### src/rtl/mul_final_cpa.sv
// mul_final_cpa: final carry-propagate adder of the integer multiplier.
// Takes the sum/carry rows from the Wallace column slices and adds them in a
// 2-stage split-carry pipeline with a valid/ready handshake on both sides.
//
// Ports:
//   clk, rst_n            clock, async active-low reset
//   in_valid / in_ready   upstream handshake (in_ready is combinational)
//   in_sum                sum row, bit i has weight 2^i
//   in_carry              carry row, bit i has weight 2^(i+1)
//   flush                 synchronous clear of both pipeline stages
//   out_valid / out_ready downstream handshake
//   out_prod              (in_sum + (in_carry << 1)) mod 2^WIDTH
module mul_final_cpa #(
  parameter int unsigned WIDTH = 40,
  parameter int unsigned LO_W  = 20
) (
  input  logic             clk,
  input  logic             rst_n,
  input  logic             in_valid,
  output logic             in_ready,
  input  logic [WIDTH-1:0] in_sum,
  input  logic [WIDTH-1:0] in_carry,
  input  logic             flush,
  output logic             out_valid,
  input  logic             out_ready,
  output logic [WIDTH-1:0] out_prod
);

  localparam int unsigned HI_W = WIDTH - LO_W;

  // Stage state
  logic            v1;
  logic            v2;
  logic [LO_W-1:0] lo_sum;
  logic            c1;
  logic [HI_W-1:0] a_hi;
  logic [HI_W-1:0] b_hi;

  // Combinational datapath / control
  logic [WIDTH-1:0] b_row;
  logic [LO_W:0]    lo_full;
  logic [HI_W-1:0]  hi_sum;
  logic             s1_free;
  logic             s2_free;
  logic             s1_en;
  logic             s2_en;
  logic             unused_carry_msb;

  // Carry row is shifted up one column; its top bit falls off the product.
  assign b_row            = {in_carry[WIDTH-2:0], 1'b0};
  assign unused_carry_msb = in_carry[WIDTH-1];

  assign lo_full = {1'b0, in_sum[LO_W-1:0]} + {1'b0, b_row[LO_W-1:0]};
  assign hi_sum  = a_hi + b_hi + HI_W'(c1);

  // Full-throughput handshake: a stage is free if empty or draining this edge.
  assign s2_free  = !v2 || out_ready;
  assign s1_free  = !v1 || s2_free;
  assign in_ready = s1_free;

  // Loads are suppressed during flush so out_prod only moves on a real S2 load.
  assign s1_en = in_valid && s1_free && !flush;
  assign s2_en = v1 && s2_free && !flush;

  assign out_valid = v2;

  // Valid bits
  always_ff @(posedge clk or negedge rst_n) begin
    if (!rst_n) begin
      v1 <= 1'b0;
      v2 <= 1'b0;
    end else if (flush) begin
      v1 <= 1'b0;
      v2 <= 1'b0;
    end else begin
      v1 <= s1_en || (v1 && !s2_free);
      v2 <= (v1 && s2_free) || (v2 && !out_ready);
    end
  end

  // Stage 1: low segment summed, high halves carried forward unsummed
  always_ff @(posedge clk or negedge rst_n) begin
    if (!rst_n) begin
      lo_sum <= '0;
      c1     <= 1'b0;
      a_hi   <= '0;
      b_hi   <= '0;
    end else if (s1_en) begin
      lo_sum <= lo_full[LO_W-1:0];
      c1     <= lo_full[LO_W];
      a_hi   <= in_sum[WIDTH-1:LO_W];
      b_hi   <= b_row[WIDTH-1:LO_W];
    end
  end

  // Stage 2: high segment absorbs the low carry, product is registered
  always_ff @(posedge clk or negedge rst_n) begin
    if (!rst_n) begin
      out_prod <= '0;
    end else if (s2_en) begin
      out_prod <= {hi_sum, lo_sum};
    end
  end

endmodule

### config.mk
export PLATFORM = sky130hd
export DESIGN_NAME = mul_final_cpa
export DESIGN_NICKNAME = d
export VERILOG_FILES = /design/src/rtl/mul_final_cpa.sv
export SDC_FILE = /design/constraint.sdc
export NUM_CORES = 1
export LEC_CHECK = 0
export BUFFER_PORTS_ARGS = -buffer_cell sky130_fd_sc_hd__buf_2
export CAP_MARGIN = 20
export CORE_ASPECT_RATIO = 0.75
export CORE_UTILIZATION = 55
export DETAILED_ROUTE_END_ITERATION = 10
export PLACE_DENSITY = 0.83
export SLEW_MARGIN = 15
export SYNTH_ARGS = -nofsm -noshare
export SYNTH_HDL_FRONTEND = slang
export SYNTH_SLANG_ARGS = --single-unit
export TNS_END_PERCENT = 5
### constraint.sdc
create_clock -name clk -period 3.4 [get_ports clk]
set_input_delay 0.17 -clock clk [delete_from_list [all_inputs] [get_ports clk]]
set_output_delay 0.17 -clock clk [all_outputs]
set_load 0.05 [all_outputs]
Yosys cells after proc, flatten, opt, wreduce, memory -nomap -nowiden
Index checks and enable logic that the tools add are counted.
W data, S select, Z words.

word-level totals
  register bits = 103
  output and inout bits = 42
  word-level logic and storage cells = 27

cells by class
  add/subtract/negate cells = 3
  muxes and demuxes = 2
  reductions and logical operators = 15

operators by type and width
  operator             count
  $add A20 B20 Y21     1
  $add A20 B1 Y20      1
  $add A20 B20 Y20     1
  $logic_and A1 B1 Y1  6
  $logic_not A1 Y1     5
  $logic_or A1 B1 Y1   4
  $mux W1              2

Longest topological paths before layout
Gate-level depths: netlist of run 1.

  depth after elaboration = 7
  mapped depth = 10
  mapped depth without buffers = 10

Least setup slack after synthesis of run 1
Ideal clock, no wire load.

  path kind = reg-to-reg
  from = reg c1
  to = reg out_prod[32]
  library setup time = 0.071 ns
  arrival time = 2.327 ns
  required time = 3.329 ns
  slack = 1.002 ns
  stages on the path, launching flop included = 11
  clock period less this slack = 2.398 ns
  path through = dfrtp_1 fa_1 inv_1 fa_1 nor2b_1 o211ai_1 a21oi_1 o41a_1 a31oi_1 or4b_2 nand3_1

on the way
  word-level cells in the longest chain between the ends = 1

ends and longest elaborated chain
  item                      RTL line  text
  start: declaration        35        logic c1;
  start signal: assignment  90        c1 <= lo_full[LO_W];
  $add A20 B1 Y20           54        assign hi_sum = a_hi + b_hi + HI_W'(c1);
  end signal: assignment    101       out_prod <= {hi_sum, lo_sum};
  end: declaration          26        output logic [WIDTH-1:0] out_prod

No other way between the ends.
A chain may end at the register's enable or synchronous reset.

Worst setup path in the final report of run 1
Same ends and word-level chain as after synthesis.

==> impl_metrics.yaml, run 1 <==
critical_path:
  worstPathRequired_ps: 3680
  endpoint_kind: "flop"
  startpoint_type: "flop"
  worstPathMaxFanout: 3
  crit_type: "flop to flop"
  cp_data_arrival_time_ps: 3100
layout:
  syn_to_final_growth_pct: 18.2
  drive_gt1_share_pct: 21.1
  finalNetCount: 881
  layout.cells.non_filler: 892
  diodes: 0
power_and_ir_drop:
  powerDensity_mw_per_mm2: 641
  leakage_nw: 3.52
  peakVddDrop_mv: 0.311
synthesis:
  synth_top_area_share_pct: 45.9
  synth_edf_count: 0
  synthCells: 638
  syn-num-nets: 763
  ys_ff_latch: 103
  synth_common_cells: "nand2_1, dfrtp_1, o21ai_0"
  async_flop_share_pct: 100
  synth.distinct_cells: 54
  yosysTopAreaCell: "dfrtp_1"
  yosysMostFrequentCell: "nand2_1"
  syn_avg_cell_area_sq_um: 8.79
  syn_area_sq_mm: 0.00561
  ys.warnings.count: 0
  synth_area_leaders: "dfrtp_1, nand2_1, ha_1, o21ai_0, a21oi_1"
  ys.flop_type: "dfrtp_1"
  synth_seq_area_share_pct: 45.9
outcome:
  outcome: "finished, final reports clean"
global_routing:
  grt_overflow_total: 0
  antenna_found_initial: 0
  grt_pass1_wl_microns: 21300
  gr-usage-all-layers_pct: 25.6
  grt_max_degree: 54
  first_global_vias: 4612
route:
  vias: 4846
  dr.pass1.iters: 4
  wl_per_cell_microns: 14.6
  ant_nets: 0
  routed_wl_microns: 13100
  drt_first_iter_violations: 302
  routed_via_density: 5.43
  drcViolationCount: 0
sta:
  post-route-period-util_pct: 83.0
  skew_ps: 4.35
  max_freq_ghz: 0.354
  tns_ps: 0
  slew_headroom_pct: 39.8
  rsz0062_at_grt: "false"
  min_period_ps: 2820
  setup_viol: 0
  maxSlewViolCount: 0
  tightest_slew_ps: 902
  hold_viol: 0
floorplan:
  core_sq_mm: 0.00977
  die_width_microns: 119
  die_h_microns: 89.5
  num_io_pins: 127
  die_area_sq_mm: 0.0106
  start_util_pct: 57.4
  rows: 31
clocking:
  clkSinkCount: 103
  clk_pin_slew_ps: 70
  clock_path_buffers: 2
  clock_latency_ps: 340
  cts_max_level: 3
  cts_tree: "yes"
  cts_inserted_buffers: 9
  cts_root_buffer: "clkbuf_16"
placement:
  gp_congestion: 0.865
  hpwl_microns: 9490
  io_buffers: 125
  dp_cells: 876
hold_path:
  hold_class: "primary input to flop"
job:
  drv_cap: 0
per-stage QoR:
stage	hold slack (ps)	util [%]	total power [mW]	setup slack [ps]	area (sq um)
2_1_floorplan	-126	-	2.86	1000	5610
3_3_place_gp	252	64.9	3.24	784	6350
3_5_place_dp	262	64.9	3.29	665	6350
4_1_cts	5.59	67.9	4.27	633	6630
5_1_grt	14.8	67.9	4.49	507	6630
6_report	12.7	67.9	4.25	579	6630
final cells by class:
type,instances,area [sq um]
Inverter,14,52.6
Clock buffer,12,256
Tap cell,132,165
Clock inverter,3,18.8
Fill cell,793,3140
Sequential cell,103,2580
Timing Repair Buffer,131,676
Multi-Input combinational cell,497,2890
per-layer routing:
metal  global-route usage, %  up-vias  part of all wire, %
met2                    44.6      156                   48
met3                    6.38       13                  5.6
met5                       0        -                    0
met4                    6.79        0                  1.2
li1                        -     2398                    -
met1                    32.5     2279                   45
flip-flops by register name (all words and copies together), names as in the netlist:
name and flops:
out_prod 40, a_hi 20, out_valid 1, lo_sum 20, b_hi 20, v1 1, c1 1
logic make-up (layout without fill, tap and decap cells):
| logic type | after synthesis | in the layout | share of synthesized area (%) |
|---|---|---|---|
| compound gates | 122 | 122 | 14.4 |
| xor+xnor | 26 | 26 | 4.06 |
| fa+ha+maj | 40 | 40 | 9.32 |
| buf+inv | 38 | 160 | 2.72 |
| flops | 103 | 103 | 45.9 |
| mux | 1 | 1 | 0.178 |
| simple gates | 308 | 308 | 23.4 |
power by group:
part	internal, mW	switching, mW	leakage (nW)
Sequential	1.49	0.158	1.28
Combinational	0.483	1.15	2.10
Clock	0.532	0.437	0.138
Total	2.51	1.74	3.52
cell usage in the layout (no fill, tap or decap), types with 3 or more instances in the layout:
master / instances
ha_1: 37
nor2_1: 8
o21ai_0: 39
buf_4: 6
xnor2_1: 16
nor2b_1: 3
buf_2: 124
clkbuf_16: 9
nor3_1: 9
nand2_1: 239
nand4_1: 6
o21bai_1: 6
fa_1: 3
a31oi_1: 4
a21o_1: 15
nand2b_1: 4
o211ai_1: 5
or4_1: 4
nand3_1: 17
inv_1: 14
xor2_1: 10
a21o_2: 3
dfrtp_1: 103
a21oi_1: 31
final timing paths:
| kind | startpoint | endpoint | slack (ps) | depth (start not counted) |
|---|---|---|---|---|
| setup / recovery | c1 | out_prod[32] | 580 | 10 |
| hold / removal | in_carry[23] | b_hi[4] | 10 | 3 |
| setup reg to reg | c1 | out_prod[32] | 580 | 10 |
| hold reg to reg | lo_sum[2] | out_prod[2] | 470 | 2 |
| max in group asynchronous | rst_n | out_prod[22] | 2170 | 3 |
| min in group asynchronous | rst_n | out_prod[2] | 400 | 2 |
critical path, stage by stage (launching register included):
cell and delay [ps]:
dfrtp_1 370, fa_1 200, inv_1 60, fa_1 400, nor2b_1 190, o211ai_1 160, a21oi_1 270, o41a_1 220
a31oi_1 140, or4b_2 650, nand3_1 90
repair_timing:
item	4_1_cts	5_1_grt
hold endpoints to repair	51	0
buffers inserted	0	0
hold buffers	1	0
setup endpoints to repair	0	0
resized for setup	0	0
No activity file was read; power rests on OpenSTA's default activity.
==> run 2, diff against run 1 <==
- clock period: 3.4 -> 2.95 ns (I/O delays scaled with it)
==> run 2 against run 1 <==
Net effect:
- sequential power grew 15%
- clock skew rose by 0.89 ps
- setup slack got worse by 440 ps
- hold slack got worse by 4.0 ps
- via count increased by 3.8%
- routed wire length increased by 5.2%
- global-route usage increased by 1.6 points
- fmax is 0.27% higher
- highest routed layer unchanged
- die area stayed put
- critical path depth unchanged
==> impl_metrics.yaml, run 2 (synthesized netlist as in run 1, its figures left out) <==
outcome:
  outcome: "finished, final reports clean"
floorplan:
  rows: 31
  core_sq_mm: 0.00977
  num_io_pins: 127
  die_h_microns: 89.5
  die_area_sq_mm: 0.0106
  start_util_pct: 57.4
  die_width_microns: 119
layout:
  final_common_cell: "nand2_1"
  syn_to_final_growth_pct: 23.2
  fillers: 773
  layout_common_cells: "nand2_1, buf_2, dfrtp_1"
  multiInputGateArea_sq_mm: 0.00289
  area.sequential_sq_mm: 0.00258
  diodes: 0
  finalNetCount: 904
  largest_register_ff_count: 40
  fin_area_sq_mm: 0.00691
  drive_gt1_share_pct: 20.5
  top_register: "out_prod"
sta:
  tightest_slew_ps: 866
  min_period_ps: 2810
  max_freq_ghz: 0.355
  tns_ps: 0
  maxSlewViolCount: 0
  setup_viol: 0
  hold_viol: 0
  slew_headroom_pct: 42.3
  post-route-period-util_pct: 95.4
  skew_ps: 5.24
  rsz0062_at_grt: "false"
critical_path:
  crit_type: "flop to flop"
  worstSetupStartpoint: "c1"
  worstPathRequired_ps: 3230
  critPathSlowestCell: "or4b_2"
  crit_buf_inv: 1
  cp_cell_sequence: "fa_1 -> inv_1 -> fa_1 -> nor2b_1 -> o211ai_1 -> a21oi_1 -> o41a_1 -> a31oi_1 -> or4b_2 -> nand3_1"
  rr_startpoint: "c1"
  cp_common_cell: "fa_1"
  startpoint_type: "flop"
  path_delay_family: "simple AND/OR/NAND/NOR gates"
  endpoint_kind: "flop"
  worstPathMaxFanout: 3
  cpPeakStageDelay_ps: 650
  cp_data_arrival_time_ps: 3090
clocking:
  clock_path_buffers: 2
  cts_resized: 0
  clk_pin_slew_ps: 70
  cts_max_level: 3
  cts_tree: "yes"
  cts_inserted_buffers: 9
  clkSinkCount: 103
  clock_latency_ps: 350
  cts_root_buffer: "clkbuf_16"
global_routing:
  first_global_vias: 5070
  grt_max_degree: 69
  grt_overflow_total: 0
  grt_pass1_wl_microns: 22700
  antenna_found_initial: 0
  gr-usage-all-layers_pct: 27.3
placement:
  detailed_place.area_sq_mm: 0.00637
  io_buffers: 125
  hpwl_microns: 9800
  gp_congestion: 0.894
hold_path:
  hold_class: "primary input to flop"
  min_from: "in_carry[24]"
route:
  dr.pass1.iters: 5
  vias: 5030
  ant_nets: 0
  drcViolationCount: 0
  wl_per_cell_microns: 15.0
  drt_first_iter_violations: 305
  routed_via_density: 5.49
  routed_wl_microns: 13700
job:
  drv_cap: 0
power_and_ir_drop:
  leakage_nw: 3.64
  peakVddDrop_mv: 0.378
  powerDensity_mw_per_mm2: 735
==> run 2: worst min-delay path, delay by kind of cell <==
kind / cells / cell delay, ps
and+or+nand+nor: 2 / 100
buffers and inverters: 1 / 80
==> run 2: routing by layer <==
layer	vias to the layer above	GRT usage (%)	wire, microns
met5	-	0	0
met4	0	12.4	362
met3	35	6.19	856
met2	204	47.2	6650
met1	2347	33.3	5880
li1	2444	-	-
==> run 2: metrics by stage <==
step | worst slack, ps | std cells | hold WS (ps) | power [mW] | utilization [%]
2_1_floorplan | 552 | 638 | -148 | 3.30 | -
3_3_place_gp | 364 | 877 | 312 | 3.74 | 65.1
3_5_place_dp | 249 | 877 | 312 | 3.80 | 65.1
4_1_cts | 187 | 916 | 1.36 | 5.10 | 70.7
5_1_grt | 22.5 | 916 | 6.02 | 5.36 | 70.7
6_report | 136 | 916 | 8.64 | 5.08 | 70.7
==> run 2: timing repair <==
| action | CTS | global route |
|---|---|---|
| hold buffers | 23 | 0 |
| setup endpoints to repair | 0 | 0 |
| buffers inserted | 0 | 0 |
| endpoints found under the hold margin | 88 | 0 |
==> run 2: power by group <==
group          internal [mW]  switching, mW  total, mW
logic                  0.579           1.34       1.92
clock network          0.746          0.512       1.26
registers               1.72          0.183       1.90
total                   3.05           2.04       5.08
==> run 2: layout make-up <==
type | count | share of cell area [%]
Clock buffer | 11 | 3.37
Clock inverter | 5 | 1.19
Inverter | 14 | 0.760
Multi-Input combinational cell | 497 | 41.8
Sequential cell | 103 | 37.3
Tap cell | 132 | 2.39
Timing Repair Buffer | 154 | 13.2
==> run 2: worst paths after layout <==
check                               end  slack [ps]  cells past startpoint
min in group asynchronous     lo_sum[0]         450                      2
setup reg to reg           out_prod[32]         140                     10
hold / removal                  b_hi[5]           9                      3
hold reg to reg             out_prod[2]         470                      2
max in group asynchronous      b_hi[18]        1690                      3
setup / recovery           out_prod[32]         140                     10
